### config.mk
export PLATFORM = sky130hd
export DESIGN_NAME = axi_read_slave
export DESIGN_NICKNAME = d
export VERILOG_FILES = /design/src/rtl/axi_read_slave_pkg.sv /design/src/rtl/axi_rslave_fifo.sv /design/src/rtl/axi_read_slave.sv
export SDC_FILE = /design/constraint.sdc
export NUM_CORES = 1
export LEC_CHECK = 0
export BUFFER_PORTS_ARGS = -buffer_cell sky130_fd_sc_hd__buf_2
export CAP_MARGIN = 20
export CELL_PAD_IN_SITES_DETAIL_PLACEMENT = 1
export CELL_PAD_IN_SITES_GLOBAL_PLACEMENT = 2
export CORE_MARGIN = 4
export CORE_UTILIZATION = 34
export DETAILED_ROUTE_END_ITERATION = 10
export PLACE_DENSITY = 0.72
export SLEW_MARGIN = 20
export SYNTH_ARGS = -nofsm -noshare
export SYNTH_HDL_FRONTEND = slang
export SYNTH_SLANG_ARGS = --single-unit
export TNS_END_PERCENT = 100
### constraint.sdc
create_clock -name clk -period 5 [get_ports clk]
set_input_delay 1 -clock clk [delete_from_list [all_inputs] [get_ports clk]]
set_output_delay 1 -clock clk [all_outputs]
set_load 0.03 [all_outputs]
### src/rtl/axi_read_slave_pkg.sv
// Shared AXI read-slave definitions: burst/response codes, FSM state,
// queued AR entry layout and the per-beat address stepping helper.
package axi_read_slave_pkg;

  localparam logic [1:0] BURST_FIXED = 2'b00;
  localparam logic [1:0] BURST_INCR  = 2'b01;
  localparam logic [1:0] BURST_WRAP  = 2'b10;
  localparam logic [1:0] BURST_RSVD  = 2'b11;

  localparam logic [1:0] RESP_OKAY   = 2'b00;
  localparam logic [1:0] RESP_SLVERR = 2'b10;
  localparam logic [1:0] RESP_DECERR = 2'b11;

  // Queue entries carry the widest supported id/address; the top zero-extends.
  localparam int AR_ID_MAX   = 16;
  localparam int AR_ADDR_MAX = 64;

  typedef enum logic {
    ST_IDLE  = 1'b0,
    ST_BURST = 1'b1
  } state_e;

  typedef struct packed {
    logic [AR_ID_MAX-1:0]   id;
    logic [AR_ADDR_MAX-1:0] addr;
    logic [7:0]             len;
    logic [2:0]             size;
    logic [1:0]             burst;
  } ar_entry_t;

  function automatic logic [AR_ADDR_MAX-1:0] next_addr(
    input logic [AR_ADDR_MAX-1:0] addr,
    input logic [7:0]             len,
    input logic [2:0]             size,
    input logic [1:0]             burst
  );
    logic [AR_ADDR_MAX-1:0] inc;
    logic [AR_ADDR_MAX-1:0] win;
    inc = 64'd1 << size;
    win = (64'(len) + 64'd1) << size;
    case (burst)
      BURST_INCR: next_addr = addr + inc;
      // Stay inside the aligned (len+1)<<size window, wrapping to its base.
      BURST_WRAP: next_addr = (addr & ~(win - 64'd1)) | ((addr + inc) & (win - 64'd1));
      default:    next_addr = addr;
    endcase
  endfunction

endpackage

### src/rtl/axi_rslave_fifo.sv
// Two-entry synchronous FIFO used for both the AR queue and the R buffer.
module axi_rslave_fifo #(
  parameter int W = 8
) (
  input  logic         clk,
  input  logic         rst,
  input  logic         push,
  input  logic         pop,
  input  logic [W-1:0] din,
  output logic [W-1:0] dout,
  output logic         empty,
  output logic         full,
  output logic [1:0]   count
);

  logic [W-1:0] mem [2];
  logic         wr_ptr;
  logic         rd_ptr;
  logic         do_push;
  logic         do_pop;

  assign empty   = (count == 2'd0);
  assign full    = (count == 2'd2);
  assign do_push = push && !full;
  assign do_pop  = pop && !empty;
  assign dout    = mem[rd_ptr];

  always_ff @(posedge clk) begin
    if (rst) begin
      wr_ptr <= 1'b0;
      rd_ptr <= 1'b0;
      count  <= 2'd0;
      mem[0] <= '0;
      mem[1] <= '0;
    end else begin
      if (do_push) begin
        mem[wr_ptr] <= din;
        wr_ptr      <= ~wr_ptr;
      end
      if (do_pop) rd_ptr <= ~rd_ptr;
      count <= count + {1'b0, do_push} - {1'b0, do_pop};
    end
  end

endmodule

### src/rtl/axi_read_slave.sv
// AXI4 read slave: 2-deep AR queue, one-beat-per-cycle issue FSM over a
// 1-cycle-latency memory port, and a 2-deep R buffer guarded by credits.
module axi_read_slave
  import axi_read_slave_pkg::*;
#(
  parameter int ID_WIDTH   = 4,
  parameter int ADDR_WIDTH = 32,
  parameter int DATA_BYTE  = 8,
  parameter int MEM_DEPTH  = 4096
) (
  input  logic                         clk,
  input  logic                         rst,
  input  logic                         ar_valid,
  output logic                         ar_ready,
  input  logic [ID_WIDTH-1:0]          ar_id,
  input  logic [ADDR_WIDTH-1:0]        ar_addr,
  input  logic [7:0]                   ar_len,
  input  logic [2:0]                   ar_size,
  input  logic [1:0]                   ar_burst,
  output logic                         r_valid,
  input  logic                         r_ready,
  output logic [ID_WIDTH-1:0]          r_id,
  output logic [DATA_BYTE*8-1:0]       r_data,
  output logic [1:0]                   r_resp,
  output logic                         r_last,
  output logic                         mem_ren,
  output logic [$clog2(MEM_DEPTH)-1:0] mem_raddr,
  input  logic [DATA_BYTE*8-1:0]       mem_rdata,
  output state_e                       dbg_state
);

  localparam int DW         = DATA_BYTE * 8;
  localparam int BYTE_SHIFT = $clog2(DATA_BYTE);
  localparam int MAW        = $clog2(MEM_DEPTH);
  localparam int AR_W       = $bits(ar_entry_t);
  localparam int RW         = ID_WIDTH + DW + 3;

  // Handshakes: a transfer happens on a posedge where valid && ready; the
  // sender keeps valid and its payload stable until that edge.

  ar_entry_t       ar_in, ar_head;
  logic [AR_W-1:0] ar_head_bits;
  logic            ar_push, ar_pop, ar_empty, ar_full;
  logic [1:0]      ar_count;

  always_comb begin
    ar_in       = '0;
    ar_in.id    = AR_ID_MAX'(ar_id);
    ar_in.addr  = AR_ADDR_MAX'(ar_addr);
    ar_in.len   = ar_len;
    ar_in.size  = ar_size;
    ar_in.burst = ar_burst;
  end

  assign ar_ready = !rst && !ar_full;
  assign ar_push  = ar_valid && ar_ready;
  assign ar_head  = ar_entry_t'(ar_head_bits);

  axi_rslave_fifo #(.W(AR_W)) u_ar_fifo (
    .clk   (clk),
    .rst   (rst),
    .push  (ar_push),
    .pop   (ar_pop),
    .din   (ar_in),
    .dout  (ar_head_bits),
    .empty (ar_empty),
    .full  (ar_full),
    .count (ar_count)
  );

  state_e                state, state_nxt;
  logic [ID_WIDTH-1:0]   cur_id;
  logic [ADDR_WIDTH-1:0] cur_addr;
  logic [7:0]            cur_len, beat_cnt;
  logic [2:0]            cur_size;
  logic [1:0]            cur_burst;
  logic                  in_burst, credit, issue, step, load_fresh;

  // In IDLE the queue head is issued directly so the first beat costs no cycle.
  logic [ID_WIDTH-1:0]   src_id;
  logic [ADDR_WIDTH-1:0] src_addr, nxt_addr, word_idx;
  logic [7:0]            src_len, src_beat;
  logic [2:0]            src_size;
  logic [1:0]            src_burst, beat_resp;
  logic                  src_last, slverr, decerr, beat_ok;

  assign in_burst  = (state == ST_BURST);
  assign src_id    = in_burst ? cur_id    : ar_head.id[ID_WIDTH-1:0];
  assign src_addr  = in_burst ? cur_addr  : ar_head.addr[ADDR_WIDTH-1:0];
  assign src_len   = in_burst ? cur_len   : ar_head.len;
  assign src_size  = in_burst ? cur_size  : ar_head.size;
  assign src_burst = in_burst ? cur_burst : ar_head.burst;
  assign src_beat  = in_burst ? beat_cnt  : 8'd0;
  assign src_last  = (src_beat == src_len);
  assign nxt_addr  = ADDR_WIDTH'(next_addr(AR_ADDR_MAX'(src_addr), src_len, src_size, src_burst));

  assign word_idx  = src_addr >> BYTE_SHIFT;
  assign slverr    = (src_burst == BURST_RSVD) || (src_size > 3'(BYTE_SHIFT)) ||
                     ((src_burst == BURST_WRAP) && !((src_len == 8'd1) || (src_len == 8'd3) ||
                                                     (src_len == 8'd7) || (src_len == 8'd15)));
  assign decerr    = (word_idx >= ADDR_WIDTH'(MEM_DEPTH));
  assign beat_ok   = !slverr && !decerr;
  assign beat_resp = slverr ? RESP_SLVERR : (decerr ? RESP_DECERR : RESP_OKAY);

  logic                inf_valid, inf_ok, inf_last;
  logic [ID_WIDTH-1:0] inf_id;
  logic [1:0]          inf_resp, r_count;
  logic [2:0]          occ;
  logic                r_push, r_pop, r_empty, r_full;
  logic [RW-1:0]       r_in, r_head;

  // A slot freed by this cycle's pop may be claimed by this cycle's issue.
  assign occ     = {1'b0, r_count} + {2'b0, inf_valid};
  assign credit  = occ < ({2'b0, r_pop} + 3'd2);
  assign issue   = !rst && (in_burst || !ar_empty) && credit;
  assign mem_ren   = issue && beat_ok;
  assign mem_raddr = MAW'(word_idx);

  always_ff @(posedge clk) begin
    if (rst) state <= ST_IDLE;
    else     state <= state_nxt;
  end

  always_comb begin
    state_nxt = state;
    case (state)
      ST_IDLE:  if (issue && !src_last) state_nxt = ST_BURST;
      ST_BURST: if (issue && src_last && ar_empty) state_nxt = ST_IDLE;
      default:  state_nxt = ST_IDLE;
    endcase
  end

  always_comb begin
    ar_pop     = 1'b0;
    step       = 1'b0;
    load_fresh = 1'b0;
    case (state)
      ST_IDLE: if (issue) begin
        ar_pop = 1'b1;
        step   = 1'b1;
      end
      ST_BURST: if (issue) begin
        if (!src_last)      step = 1'b1;
        else if (!ar_empty) begin
          ar_pop     = 1'b1;
          load_fresh = 1'b1;
        end
      end
      default: ;
    endcase
  end

  assign dbg_state = state;

  always_ff @(posedge clk) begin
    if (rst) begin
      cur_id    <= '0;
      cur_addr  <= '0;
      cur_len   <= '0;
      cur_size  <= '0;
      cur_burst <= '0;
      beat_cnt  <= '0;
    end else if (load_fresh) begin
      cur_id    <= ar_head.id[ID_WIDTH-1:0];
      cur_addr  <= ar_head.addr[ADDR_WIDTH-1:0];
      cur_len   <= ar_head.len;
      cur_size  <= ar_head.size;
      cur_burst <= ar_head.burst;
      beat_cnt  <= 8'd0;
    end else if (step) begin
      cur_id    <= src_id;
      cur_addr  <= nxt_addr;
      cur_len   <= src_len;
      cur_size  <= src_size;
      cur_burst <= src_burst;
      beat_cnt  <= src_beat + 8'd1;
    end
  end

  always_ff @(posedge clk) begin
    if (rst) begin
      inf_valid <= 1'b0;
      inf_ok    <= 1'b0;
      inf_last  <= 1'b0;
      inf_id    <= '0;
      inf_resp  <= '0;
    end else begin
      inf_valid <= issue;
      inf_ok    <= beat_ok;
      inf_last  <= src_last;
      inf_id    <= src_id;
      inf_resp  <= beat_resp;
    end
  end

  assign r_push = inf_valid;
  assign r_in   = {inf_id, (inf_ok ? mem_rdata : {DW{1'b0}}), inf_resp, inf_last};
  assign r_pop  = r_valid && r_ready;

  axi_rslave_fifo #(.W(RW)) u_r_fifo (
    .clk   (clk),
    .rst   (rst),
    .push  (r_push),
    .pop   (r_pop),
    .din   (r_in),
    .dout  (r_head),
    .empty (r_empty),
    .full  (r_full),
    .count (r_count)
  );

  assign r_valid = !r_empty;
  assign r_id    = r_empty ? '0 : r_head[RW-1 -: ID_WIDTH];
  assign r_data  = r_empty ? '0 : r_head[DW+2:3];
  assign r_resp  = r_empty ? '0 : r_head[2:1];
  assign r_last  = r_empty ? 1'b0 : r_head[0];

  logic fifo_unused;
  assign fifo_unused = ^{ar_head, ar_count, r_full};

endmodule
======== After elaboration in Yosys (flattened, before gate mapping) ========
Memory sizes are Yosys's and may differ from the RTL's. A register that Yosys moved wholly into a read port is not among the register bits.
Index checks and enable logic that the tools add are counted.
storage, ports and cells
  bits in registers ....................... 75
  latch bits .............................. 0
  RAM bits ................................ 240
  memory bits (read-only) ................. 0
  input bits .............................. 117
  output and inout bits ................... 87
  logic and storage cells ................. 146
  memories kept ........................... 2
operators by class
  add/sub/neg operators ................... 10
  multiply operators ...................... 0
  divide/modulo/power cells ............... 0
  magnitude comparators ................... 3
  equality and inequality tests ........... 10
  shifts and indexed selects .............. 2
  multiplexer cells ....................... 54
  bitwise logic cells ..................... 9
  reduce and logical (&&, ||, !) cells .... 37
memory list
  name           words  width  read ports  clocked after Yosys merged registers in  wr ports  RTL line               text
  u_r_fifo.mem   2      71     1           1                                        2         axi_rslave_fifo.sv:16  logic [W-1:0] mem [2];
  u_ar_fifo.mem  2      49     1           1                                        2         axi_rslave_fifo.sv:16
operators by type and width
  operator                                                             number
  2-to-1 mux 64 bit                                                    2
  2-to-1 mux 32 bit                                                    3
  2-to-1 mux 71 bit                                                    1
  OR reduction 71 bit                                                  1
  AND 32 bit                                                           2
  one-hot mux 32 bit (2 select lines)                                  1
  2-to-1 mux 49 bit                                                    1
  OR reduction 49 bit                                                  1
  adder 32 bit                                                         1
  2-to-1 mux 8 bit                                                     4
  NOT 32 bit                                                           1
  OR 32 bit                                                            1
  << shifter 1 x 3 -> 32 bit, first input constant                     1
  << shifter 9 x 3 -> 32 bit                                           1
  subtractor 32 x 1 -> 32 bit, second input constant                   1
  greater-or-equal comparator 29 x 13 -> 1 bit, second input constant  1
  2-to-1 mux 1 bit                                                     26
  2-to-1 mux 4 bit                                                     4
  logical AND 1 bit                                                    15
  2-to-1 mux 2 bit                                                     6
  adder 8 x 1 -> 9 bit, second input constant                          1
  logical NOT 1 bit                                                    9
  2-to-1 mux 3 bit                                                     3
  adder 8 x 1 -> 8 bit, second input constant                          1
  other kinds (19)                                                     37

======== Longest topological paths before layout ========
  word-level depth ........................ 11
  depth in mapped cells ................... 22
  mapped depth without buffers ............ 19

======== By module ========
From an unflattened synthesis, not the netlist that was laid out.
unflattened totals
  cells, all modules ...................... 2208
  area total of the unflattened synthesis .. 23114.7 µm²
modules (own cells, without submodules)
  module                       instances  cells an instance  area an instance (µm²)  seq. area each (µm²)
  axi_rslave_fifo (u_ar_fifo)  1          628                8366.8                  5685.5
  axi_read_slave               1          1095               7837.5                  1341.3
  axi_rslave_fifo (u_r_fifo)   1          485                6910.4                  4364.2

======== Worst setup path after synthesis ========
OpenSTA, ideal clock, no wires.
  path type ............................... register to register
  start ................................... register (tool-made name)
  end ..................................... register cur_addr[28]
  library setup time ...................... 0.137 ns
  arrival ................................. 4.995 ns
  required time ........................... 4.863 ns
  setup slack ............................. -0.132 ns
  cell stages (with the launch flop) ...... 23
  buffers on the path ..................... 7
  period minus slack after synthesis ...... 5.132 ns
  cell sequence ........................... dfxtp_1 > buf_6 > buf_6 > buf_2 > buf_1 > clkbuf_1 > buf_1 > mux2_2 > mux2_2 > fa_1 > a21o_1 > a21oi_1 > o21ai_0 > o211ai_1 > a211oi_2 > and2_1 > clkbuf_1 > and3_1 > nand3_1 > o21ai_0 > a22o_1 > a222oi_1 > o32ai_1
RTL lines
  item                  RTL line               text
  end signal, assigned  axi_read_slave.sv:165  cur_addr <= ar_head.addr[ADDR_WIDTH-1:0];
  end signal, assigned  axi_read_slave.sv:172  cur_addr <= nxt_addr;
  end, declared         axi_read_slave.sv:73   logic [ADDR_WIDTH-1:0] cur_addr;

==> results.md <==
- Status: complete, no violations
- Cells after Synth: 1692
- Worst path max stage delay: 0.47 ns
- Clk_lat worst skew: 0.55 ns
- Port Buffer Count: around 200
- Die width: between 200 and 250 um
- Synth unique cells: 85
- Async set or reset register ratio after synthesis: 0
- Total number of H-tree levels: 2
- Worst setup EP type: primary output
- Worst EP required: 4.00 ns
- Worst setup SP type: flop
- Min-Delay Path Depth: 2
- RSZ-0062 raised after global routing: no
- Core area: 50100 um^2
- Die Span Y: 233 um
- Yosys top cell area share: 0.420
- Syn avg cell area: about 10 um^2
- Tmin final: 4.73 ns
- Initial Util: 0.343
- Full die area: 54100 um^2
- First-pass GRT wire length: 84100 um
- Final Hold Vio Count: 0
- Synthesis-to-finish area growth: 18.1%
- DR pass1 iterations: 5
- Largest net degree at the start of global routing: 72
- Worst min path class: reg2reg
- Drt total wl: roughly 55000 um
- Post-synth top flop: edfxtp_1
- Number of flops mapped to enable cells by yosys: 240
- Register area share after synthesis: 0.510
- Placed cell area: ~19000 um^2
- Routed via count: approximately 14000
- Initial drt markers: about 840
- CP max FO: 22
- Hold wc startpoint: cur_id[0]$_SDFFE_PP0P_
- Syn_nets: 1833
- Final period util: 0.946
- PD cells: about 500 nW/um^2
- # DRC: 0
- Slew Viols, Final: 0
- Vias/cell: 5.26
- Final setup fails: 0
- Netlist Area Pre-Place: 17200 um^2
- Initial antenna violation count: 4
- Peak supply drop: 0.000276 V
- Hold-fix buffers, CTS: 0
- TritonCTS clock tree: yes
- CP max-delay cell: dfxtp_2
- Sink Count: about 320
- RD Place Congestion: 0.861
- Largest area contributor in the netlist: edfxtp_1
- Reg2reg end: cur_addr[28]$_SDFFE_PP0P_
- Setup TNS: 0 ns
- Seq cells post-synth: 317
- Final Core Density: 0.405
- Worst Hold Endpoint: inf_id[0]$_SDFF_PP0_
- Count leader, synth: nor2_1
- Vias in the first global route: 14136
- CP Class: reg2out
- Number of placement rows: between 80 and 90
- Critical Path AT: about 3.7 ns
- Wire length per cell: 21.2 um
- Cell Chain, Critical Path: buf_4 > buf_6 > mux2_2 > mux2_2 > nand4b_1 > nor4_1 > nand4_1 > buf_4 > or2_2 > nor2_1 > buf_2
- Tightest Pin Transition: 0.998 ns
- Final Cell Area: between 20000 and 25000 um^2
- Total Power: 9.91 mW
- Synth warnings: 0
- Clock Root Buffer: clkbuf_16
- R2R depth: 18
- Max clock buf depth: 3
- Post-synth top cells: nor2_1 (312), edfxtp_1 (240), nand2_1 (131), mux2i_1 (121), and2_1 (113)
- FMAX: 0.211 GHz
- Number of max-cap violations: 0
- Worst Skew: 0.0109 ns
- LEAKAGE: around 7.7 nW
- Largest cells by area after synthesis: edfxtp_1 (42%), dfxtp_1 (9.0%), mux2i_1 (7.1%), nor2_1 (6.8%), and2_1 (4.1%)
- Num CTS Buffers: 38
- # nets final: 2024
- Cell count after placement: between 2000 and 3000
- Final cell count without fillers: 2585
- Internal reg-to-reg setup slack: ~0.42 ns
- Reg clk slew, reported paths: 0.06 ns
- Post-DP HPWL: 38200 um
- Global Route Usage Sum: 0.199
- ANT nets after route: 0
- Layout cell share with drive strength beyond 1: 0.215
- I/O pin count: 204
- Slew HR: 0.334
- Gr ovfl total: 0
## cell type report
class	instances	area, um^2
tap	672	841
antenna	1	2.50
clock buffer	52	1030
sequential	317	8750
fill	5711	29800
clock inverter	17	154
timing repair buffer	258	1450
inverter	37	139
multi-input combinational	1231	7890
## flip-flops by register name, summed over array words and instances (netlist names), 3 cells and up, named ones only
name and cells:
inf_id 4, cur_size 3, beat_cnt 8, u_r_fifo.mem 142
cur_len 8, u_ar_fifo.mem 98, cur_id 4, cur_addr 32
## stage by stage
stage,setup WS (ns),hold WS [ns]
after floorplan,0.0240,0.451
after global placement,0.573,0.467
after detailed placement,0.449,0.484
after CTS,0.0836,0.497
after global routing,0.0439,0.529
final,0.268,0.492
## worst max path at each step
stage | startpoint | endpoint | depth (start not counted) | slack (ns)
6_report | flop | mem_ren | 11 | 0.27
5_1_grt | flop | mem_ren | 11 | 0.04
4_1_cts | flop | mem_ren | 10 | 0.08
3_5_place_dp | flop | cur_addr[28]$_SDFFE_PP0P_ | 18 | 0.45
3_3_place_gp | flop | cur_addr[15]$_SDFFE_PP0P_ | 18 | 0.57
2_1_floorplan | flop | cur_addr[28]$_SDFFE_PP0P_ | 22 | 0.02
## critical path: cells and delay by family (launching register included)
family	cells	cell delay (ns)
flops	1	0.47
mux	2	0.73
buf+inv	4	1.01
simple gates	5	0.95
## cells in the final DEF (no fill, tap or decap), types with 11 or more instances in the layout
cell       count
buf_4         53
nand2_1      130
a31oi_1       13
a21oi_1       69
inv_1         34
and3_1        15
dfxtp_1       74
o211ai_1      12
mux2_2        55
a211oi_1      11
ha_1          23
a21o_1        11
xor2_1        13
buf_2        203
a22oi_1       29
clkbuf_1      12
xnor2_1       22
and2_1       113
clkbuf_16     39
edfxtp_1     240
nand3_1       30
o21ai_0       45
nand4_1       12
nor2_1       309
mux2i_1      119
nor3_1        21
## per-layer routing
| layer | global-route usage | wire, um |
|---|---|---|
| met2 | 0.350 | 27400 |
| met5 | 0 | 28 |
| met1 | 0.253 | 23700 |
| met4 | 0.0540 | 1240 |
| met3 | 0.0313 | 2430 |
## cell families (layout without fill, tap and decap cells)
kind of cell,Yosys count,after routing,share of synthesized area
AO/OA/AOI/OAI,291,291,0.116
XOR/XNOR,35,35,0.0179
adder cells (fa/ha/maj),24,24,0.0179
buffers and inverters,144,364,0.0334
flip-flops,317,317,0.510
multiplexers,179,179,0.109
other,0,1,0
AND/OR/NAND/NOR,702,702,0.196
## power breakdown
part | switching [mW] | internal [mW]
Sequential | 0.195 | 3.17
Clock | 1.11 | 1.56
Combinational | 2.59 | 1.28
Total | 3.90 | 6.02
## what timing repair did
action | CTS | global route
buffers inserted | 0 | 1
endpoints found under the setup margin | 1 | 1
gates resized for setup | 2 | 1
(Power assumes the default switching activity.)
